$ cat src/rtl/cookie_grid.sv
// cookie_grid: COLS x ROWS Moore-neighbourhood cellular automaton with a serial load chain and a snapshot display stream.
// Optional macro COOKIE_TORUS_EN wraps neighbour coordinates (toroidal grid); otherwise cells beyond the border read dead.
module cookie_grid #(
  parameter int unsigned COLS         = 16,
  parameter int unsigned ROWS         = 16,
  parameter logic [8:0]  BIRTH_MASK   = 9'b000001000,
  parameter logic [8:0]  SURVIVE_MASK = 9'b000001100,
  parameter int unsigned GEN_W        = 16
) (
  input  logic             clk,
  input  logic             rst,
  input  logic             en,
  input  logic             load_valid,
  input  logic             load_bit,
  input  logic             step,
  input  logic             run,
  input  logic             disp_start,
  input  logic             disp_ready,
  output logic             disp_valid,
  output logic             disp_bit,
  output logic             disp_last,
  output logic             disp_busy,
  output logic [GEN_W-1:0] gen_count,
  output logic             extinct,
  output logic             stable
);

  localparam int unsigned N     = COLS * ROWS;
  localparam int unsigned IDX_W = $clog2(N);
  localparam logic [IDX_W-1:0] LAST_IDX = IDX_W'(N - 1);

  typedef enum logic {ST_IDLE, ST_STREAM} disp_state_e;

  logic [N-1:0]     grid_q, grid_d, nxt_grid;
  logic [N-1:0]     snap_q, snap_d;
  logic [IDX_W-1:0] ptr_q, ptr_d;
  logic [GEN_W-1:0] gen_q, gen_d;
  logic             extinct_q, extinct_d;
  logic             stable_q, stable_d;
  disp_state_e      state_q, state_d;
  logic             disp_valid_q, disp_valid_d;
  logic             disp_bit_q, disp_bit_d;
  logic             disp_last_q, disp_last_d;
  logic             disp_busy_q, disp_busy_d;

  // Neighbour lookup; coordinates may be one step outside the grid.
  function automatic logic cell_at(input logic [N-1:0] g, input int r, input int c);
    int   rr;
    int   cc;
    logic in_grid;
`ifdef COOKIE_TORUS_EN
    in_grid = 1'b1;
    rr      = (r + int'(ROWS)) % int'(ROWS);
    cc      = (c + int'(COLS)) % int'(COLS);
`else
    in_grid = (r >= 0) && (r < int'(ROWS)) && (c >= 0) && (c < int'(COLS));
    rr      = in_grid ? r : 0;
    cc      = in_grid ? c : 0;
`endif
    return in_grid & g[IDX_W'(rr * int'(COLS) + cc)];
  endfunction

  // Next generation for every cell from the current grid.
  always_comb begin
    logic [3:0] cnt;
    cnt      = '0;
    nxt_grid = '0;
    for (int r = 0; r < int'(ROWS); r++) begin
      for (int c = 0; c < int'(COLS); c++) begin
        cnt = '0;
        for (int dr = -1; dr <= 1; dr++) begin
          for (int dc = -1; dc <= 1; dc++) begin
            if (dr != 0 || dc != 0) cnt = cnt + 4'(cell_at(grid_q, r + dr, c + dc));
          end
        end
        nxt_grid[IDX_W'(r * int'(COLS) + c)] = grid_q[IDX_W'(r * int'(COLS) + c)] ?
                                               SURVIVE_MASK[cnt] : BIRTH_MASK[cnt];
      end
    end
  end

  // Load chain, generation update and display FSM next state.
  always_comb begin
    grid_d    = grid_q;
    gen_d     = gen_q;
    extinct_d = extinct_q;
    stable_d  = stable_q;
    snap_d    = snap_q;
    ptr_d     = ptr_q;
    state_d   = state_q;

    if (en) begin
      if (load_valid) begin
        grid_d    = {grid_q[N-2:0], load_bit};
        gen_d     = '0;
        extinct_d = 1'b0;
        stable_d  = 1'b0;
      end else if (step || run) begin
        grid_d    = nxt_grid;
        gen_d     = gen_q + GEN_W'(1);
        extinct_d = (nxt_grid == '0);
        stable_d  = (nxt_grid == grid_q);
      end

      case (state_q)
        ST_IDLE: begin
          if (disp_start) begin
            snap_d  = grid_q;
            ptr_d   = '0;
            state_d = ST_STREAM;
          end
        end
        ST_STREAM: begin
          if (disp_ready) begin
            if (ptr_q == LAST_IDX) state_d = ST_IDLE;
            else                   ptr_d   = ptr_q + IDX_W'(1);
          end
        end
        default: state_d = ST_IDLE;
      endcase
    end

    disp_valid_d = (state_d == ST_STREAM);
    disp_busy_d  = (state_d == ST_STREAM);
    disp_bit_d   = snap_d[ptr_d];
    disp_last_d  = (state_d == ST_STREAM) && (ptr_d == LAST_IDX);
  end

  always_ff @(posedge clk) begin
    if (rst) begin
      grid_q       <= '0;
      snap_q       <= '0;
      ptr_q        <= '0;
      gen_q        <= '0;
      extinct_q    <= 1'b0;
      stable_q     <= 1'b0;
      state_q      <= ST_IDLE;
      disp_valid_q <= 1'b0;
      disp_bit_q   <= 1'b0;
      disp_last_q  <= 1'b0;
      disp_busy_q  <= 1'b0;
    end else begin
      grid_q       <= grid_d;
      snap_q       <= snap_d;
      ptr_q        <= ptr_d;
      gen_q        <= gen_d;
      extinct_q    <= extinct_d;
      stable_q     <= stable_d;
      state_q      <= state_d;
      disp_valid_q <= disp_valid_d;
      disp_bit_q   <= disp_bit_d;
      disp_last_q  <= disp_last_d;
      disp_busy_q  <= disp_busy_d;
    end
  end

  assign disp_valid = disp_valid_q;
  assign disp_bit   = disp_bit_q;
  assign disp_last  = disp_last_q;
  assign disp_busy  = disp_busy_q;
  assign gen_count  = gen_q;
  assign extinct    = extinct_q;
  assign stable     = stable_q;

endmodule

$ cat config.mk
export PLATFORM = sky130hd
export DESIGN_NAME = cookie_grid
export DESIGN_NICKNAME = d
export VERILOG_FILES = /design/src/rtl/cookie_grid.sv
export SDC_FILE = /design/constraint.sdc
export NUM_CORES = 2
export LEC_CHECK = 0
export BUFFER_PORTS_ARGS = -buffer_cell sky130_fd_sc_hd__buf_2
export CORE_MARGIN = 2
export CORE_UTILIZATION = 40
export CTS_CLUSTER_SIZE = 12
export DETAILED_ROUTE_END_ITERATION = 12
export GPL_ROUTABILITY_DRIVEN = 0
export PLACE_DENSITY = 0.52
export SETUP_SLACK_MARGIN = 0.05
export SYNTH_ARGS = -nofsm -noshare
export SYNTH_HDL_FRONTEND = slang
export SYNTH_SLANG_ARGS = --single-unit
export TNS_END_PERCENT = 20
$ cat constraint.sdc
create_clock -name clk -period 4.9 [get_ports clk]
set_input_delay 0.245 -clock clk [delete_from_list [all_inputs] [get_ports clk]]
set_output_delay 0.245 -clock clk [all_outputs]
set_load 0.02 [all_outputs]
; ---- Yosys cells after proc, flatten, opt, wreduce, memory -nomap -nowiden
; Memories as Yosys holds them, arrays and structs flattened.
; Index checks and enable logic that the tools add are counted.
[totals]
romBits = 3584
input_bits = 9
ff_bits = 541
out_inout_bits = 22
memories = 224
elab_cells = 1406
[op_classes]
n_lt_le_gt_ge = 113
eq_ne = 3
n_reduce_logical = 5
n_addsub = 692
bitwise = 1
n_mux = 359
[mem_list]
columns = name, words, word_bits, rd, rd_clocked_by_memory_dff, write_ports, line
row1 = (name not given), 16, 1, 1, 0, 0, 77  ; SURVIVE_MASK[cnt] : BIRTH_MASK[cnt];
row2 = (name not given), 16, 1, 1, 0, 0, 77
row3 = (name not given), 16, 1, 1, 0, 0, 77
row4 = (name not given), 16, 1, 1, 0, 0, 77
row5 = (name not given), 16, 1, 1, 0, 0, 77
row6 = (name not given), 16, 1, 1, 0, 0, 77
row7 = 218 more memories, --, --, --, --, --, --
[ops]
columns = operator, n
row1 = $add 4x1->4, 376
row2 = $mux 256, 5
row3 = $lt 4x5->1 const B, 110
row4 = $add 3x1->4, 103
row5 = $mux 1, 345
row6 = $add 2x1->3, 105
row7 = $eq 128x256->1, 1
row8 = $logic_not 256->1, 1
row9 = $add 1x1->2, 106
row10 = $mux 16, 2
row11 = $mux 8, 4
row12 = $add 16x1->16 const B, 1
row13 = $eq 8x8->1 const B, 2
row14 = $pmux 8 s2, 1
row15 = $lt 3x5->1 const B, 2
row16 = $lt 8x9->1 const B, 1
row17 = $add 8x1->8 const B, 1
row18 = $bmux 1 s8, 1
row19 = $pmux 1 s2, 1
row20 = $reduce_and 2->1, 1
row21 = $reduce_bool 2->1, 1
row22 = $logic_and 1x1->1, 1
row23 = $logic_or 1x1->1, 1
row24 = $not 1->1, 1

; ---- Logic depth before layout (Yosys ltp)
[depth]
ltp_word = 13
ltp_mapped = 17

; ---- Least setup slack after synthesis
; No wires, ideal clock.
[synth_timing]
kind = reg-to-reg
from = register grid_q[4]
to = register stable_q, in the netlist stable
setup_slack_ns = 0.535
stages_incl_launch_ff = 17
synth_period_minus_slack_ns = 4.365
required_ns = 4.835
n_path_buf = 0
t_arrival_ns = 4.300
setup_time_ns = 0.065
path_cell_list = dfxtp_1 fa_1 inv_1 fa_1 fa_1 inv_1 ha_1 fa_1 and3_1 o21ai_0 nor3b_2 nor4b_2 nand4_1 or4_1 nor4_2 a32oi_1 nor2_1
[synth_between]
elab_chain_cells = 13
word_cells_on_any_way = 57
[synth_lines]
columns = element, line
row1 = "start, declared", 34  ; logic [N-1:0] grid_q, grid_d, nxt_grid;
row2 = "start signal, assigned", 143  ; grid_q <= grid_d;
row3 = $add 1x1->2, 73  ; if (dr != 0 || dc != 0) cnt = cnt + 4'(cell_at(grid_q, r + dr, c + dc));
row4 = $add 2x1->3, 73
row5 = $add 3x1->4, 73
row6 = $add 4x1->4 (4 in a row), 73
row7 = $mem_v2 16x1, --
row8 = $mux 1 (implied by the code), 77
row9 = $mux 1, 76  ; nxt_grid[IDX_W'(r * int'(COLS) + c)] = grid_q[IDX_W'(r * int'(COLS) + c)] ?
row10 = $eq 128x256->1 *, 102  ; stable_d = (nxt_grid == grid_q);
row11 = $mux 1 *, 98  ; end else if (step || run) begin
row12 = $mux 1 *, 93  ; if (load_valid) begin
row13 = "end signal, assigned", 148  ; stable_q <= stable_d;
row14 = "end, declared", 39  ; logic stable_q, stable_d;
; Every way passes the cells marked *; elsewhere a longest branch is shown, timed or not. The select of a mux whose other input is x is not followed.
; A chain may end at the register's enable or synchronous reset.

; ---- Final worst setup path
[layout_timing]
from = register grid_q[18]
to = register stable_q, in the netlist stable
; The elaborated chain is that of the path after synthesis.

==> summary.md <==
| Metric | Value |
|---|---|
| First DRT Iteration DRCs | `3019` |
| Drt via density | `5.54` |
| Area leader, netlist | `dfxtp_1` |
| Clock Tree Buf Depth | `3` |
| Netlist Area Pre-Place | `40100 um^2` |
| Hold depth | `2` |
| Initial Utilization | `40.3%` |
| RSZ-0062 raised after global routing | `no` |
| Startpoint types | `flip-flop` |
| Maximum VDD drop | `0.000253 V` |
| Power density cells | `627 nW/um^2` |
| Endpoints failing setup | `0` |
| Crit Path Class | `reg2reg` |
| Sequential share of the synthesized area | `26.9%` |
| DP Wirelength | `99400 um` |
| Critical path's slowest cell | `fa_1` |
| Max transition margin | `28.1%` |
| Slowest Stage Delay on Critical Path | `0.61 ns` |
| TritonCTS clock tree | `done` |
| Port Buffers | `29` |
| Die ar. | `103000 um^2` |
| PnR Total Power | `0.0284 W` |
| FMAX | `213 MHz` |
| Post-synth top area share | `26.9%` |
| Final Non-Filler Cells | `6349` |
| Clock Pin Slew Worst Setup and Hold Paths | `0.06 ns` |
| Fin crit share | `95.6%` |
| Routed wire length | `136000 um` |
| Sink Count | `540` |
| Worst-Margin Slew | `1.08 ns` |
| Gr ovfl total | `0` |
| First-pass GRT wire length | `211000 um` |
| Worst reg2reg path startpoint | `grid_q[18]` |
| H-tree depth | `3` |
| Register Area | `10800 um^2` |
| Delay-heaviest family, CP | `adder cells` |
| Setup Fix Bufs, Post-CTS | `0` |
| Startpoint of the worst hold path | `rst` |
| Most used cell, CP | `fa_1` |
| Worst-path cell chain | `inv_1 > fa_1 > fa_1 > inv_1 > fa_1 > inv_1 > fa_1 > a2111oi_0 > a21oi_1 > nor2_1 > nor2_1 > nor3_1 > nand4_1 > nor4_1 > a32oi_1 > nor2_1` |
| Max-cap violations | `0` |
| Seq cells post-synth | `540` |
| Die height | `321 um` |
| Chip Width | `321 um` |
| Clk_lat worst skew | `0.63 ns` |
| Largest cells by area after synthesis | `dfxtp_1 27%, fa_1 19%, ha_1 8.8%, nand2_1 8.7%, a21oi_1 7.8%` |
| Post-synthesis average cell area | `8.14 um^2` |
| Antenna violations before repair | `3` |
| Prevailing post-synth register cell | `dfxtp_1` |
| Placed cell count | `6227` |
| Final TNS setup | `0 ns` |
| Layout area overhead | `12.9%` |
| Run status | `finished clean` |
| Post-DRT Antenna Nets | `0` |
| Worst path bufs/invs | `3` |
| Post-synthesis cell count | `4928` |
| Fin. max-slew vios | `0` |
| Critical path capture point type | `flip-flop` |
| Critical path arrival | `5.24 ns` |
| Final Util | `45.4%` |
| Final Critical Period | `4.68 ns` |
| Drt pass-1 iters | `6` |
| Commonest cells after routing, fill and taps aside | `928 x nand2_1, 622 x a21oi_1, 544 x inv_1` |
| Core footprint | `99700 um^2` |
| Leakage power | `19.2 nW` |
| Clock skew | `0.0166 ns` |
| Fin area | `45300 um^2` |
| Total GRT Usage | `26.6%` |
| Nets | `5682` |
| Share of post-route cells with drive strength above 1 | `8.71%` |
| Async S/R FF share, synth | `0%` |
| Yosys cell types | `76` |
| Fillers | `10000` |
| Largest net degree at the start of global routing | `151` |
| Via count | `35200` |
| CTS root buffer | `clkbuf_16` |
| Rows | `116` |
| Commonest non-fill, non-tap cell in the layout | `nand2_1` |
| # IOs | `31` |
| Area of the multi-input gates | `26300 um^2` |
| Reg2Reg Capture Point | `stable` |
| Yosys warns | `0` |
| DR WL/cell | `21.5 um` |
| Worst Hold Path EP | `grid_q[127]` |
| Final count of hold timing violations | `0` |
| Hold WC Path Type | `in2reg` |
| Cts bufs inserted | `69` |
| Register-to-Register Path Depth | `16` |
| CP Data Required Time | `5.45 ns` |
| Vias in the first global route | `34000` |
| Syn_nets | `5608` |
| Placed inst area | `42900 um^2` |
| DRC Markers | `0` |
| CP max FO | `5` |
| EDFF count, synth | `0` |
| FF-to-FF setup slack | `0.22 ns` |
[cell families (layout without fill, tap and decap cells)]
| kind of cell | Yosys count | count (layout) | share of synthesized area [%] |
|---|---|---|---|
| multiplexers | 69 | 69 | 1.84 |
| adder cells (fa/ha/maj) | 671 | 671 | 28.2 |
| other | 1 | 2 | 0.00934 |
| AO/OA/AOI/OAI | 1149 | 1149 | 16.6 |
| AND/OR/NAND/NOR | 1661 | 1661 | 18.3 |
| XOR/XNOR | 13 | 13 | 0.284 |
| flip-flops | 540 | 540 | 26.9 |
| buffers and inverters | 824 | 946 | 7.86 |
[worst register-to-register path, delay by kind of cell (launching register included)]
kind / cells / cell delay (ns)
adder cells (fa/ha/maj): 4 / 1.61
AND/OR/NAND/NOR: 6 / 1.51
flip-flops: 1 / 0.49
buffers and inverters: 3 / 0.41
AO/OA/AOI/OAI: 3 / 0.61
[worst max path at each step]
stage	start	depth (start not counted)	to
global placement	grid_q[52]	17	stable
finish	grid_q[18]	16	stable
global route	grid_q[52]	18	stable
floorplan	grid_q[4]	16	stable
detailed placement	grid_q[52]	17	stable
CTS	grid_q[29]	16	stable
[synthesized netlist by cell type (all sizes together) (4+ instances only)]
cell	n
a2111oi	11
a211o	4
a211oi	49
a21o	7
a21oi	623
a221oi	84
a22oi	9
a311oi	6
a31oi	33
a32o	4
a32oi	12
and3	38
buf	46
clkbuf	233
dfxtp	540
fa	390
ha	281
inv	545
mux2	8
mux2i	58
nand2	930
nand2b	18
nand3	243
nand4	40
nor2	215
nor2b	23
nor3	29
nor3b	40
nor4	45
nor4b	14
o2111ai	7
o211ai	25
o21ai	233
o221ai	7
o22ai	6
o32ai	9
or3	11
or4	5
xnor2	4
xor2	9
[metrics by stage]
stage / setup WS (ns) / hold WS [ns]
2_1_floorplan: 0.535 / 0.431
3_3_place_gp: 0.0224 / 0.440
3_5_place_dp: -0.0473 / 0.446
4_1_cts: 0.103 / 0.0595
5_1_grt: 0.0184 / 0.0918
6_report: 0.216 / 0.0559
[metal layers]
layer / share of wire [%] / track usage [%]
met5: 0.0066 / 0
met3: 5.6 / 3.39
met4: 2.8 / 7.34
met1: 47 / 38.5
met2: 45 / 41.8
[area by class of cell]
cell class / instances / share of cell area [%]
inverter: 545 / 4.52
multi-input combinational: 3564 / 58.2
antenna: 1 / 0.00552
clock inverter: 23 / 0.580
clock buffer: 96 / 4.37
sequential: 540 / 23.9
tap: 1298 / 3.58
timing repair buffer: 282 / 4.89
[registers in the layout, summed over array words and instances (netlist names)]
register / count
state_q: 1
stable: 1
disp_bit: 1
gen_count: 16
disp_last: 1
ptr_q: 8
grid_q: 256
snap_q: 256
[where the power goes]
group | switching (W) | internal, W | leakage (nW) | total, W
Clock | 0.00211 | 0.00304 | 1.09 | 0.00514
Combinational | 0.0109 | 0.00712 | 13.7 | 0.0180
Sequential | 0.000510 | 0.00473 | 4.38 | 0.00524
Total | 0.0135 | 0.0149 | 19.2 | 0.0284
[timing repair]
item | 4_1_cts | 5_1_grt
endpoints found under the hold margin | 21 | 0
hold buffers | 2 | 0
resized for setup | 3 | 42
setup endpoints to repair | 1 | 1
pin swaps | 0 | 8
No activity file was read; power rests on OpenSTA's default activity.
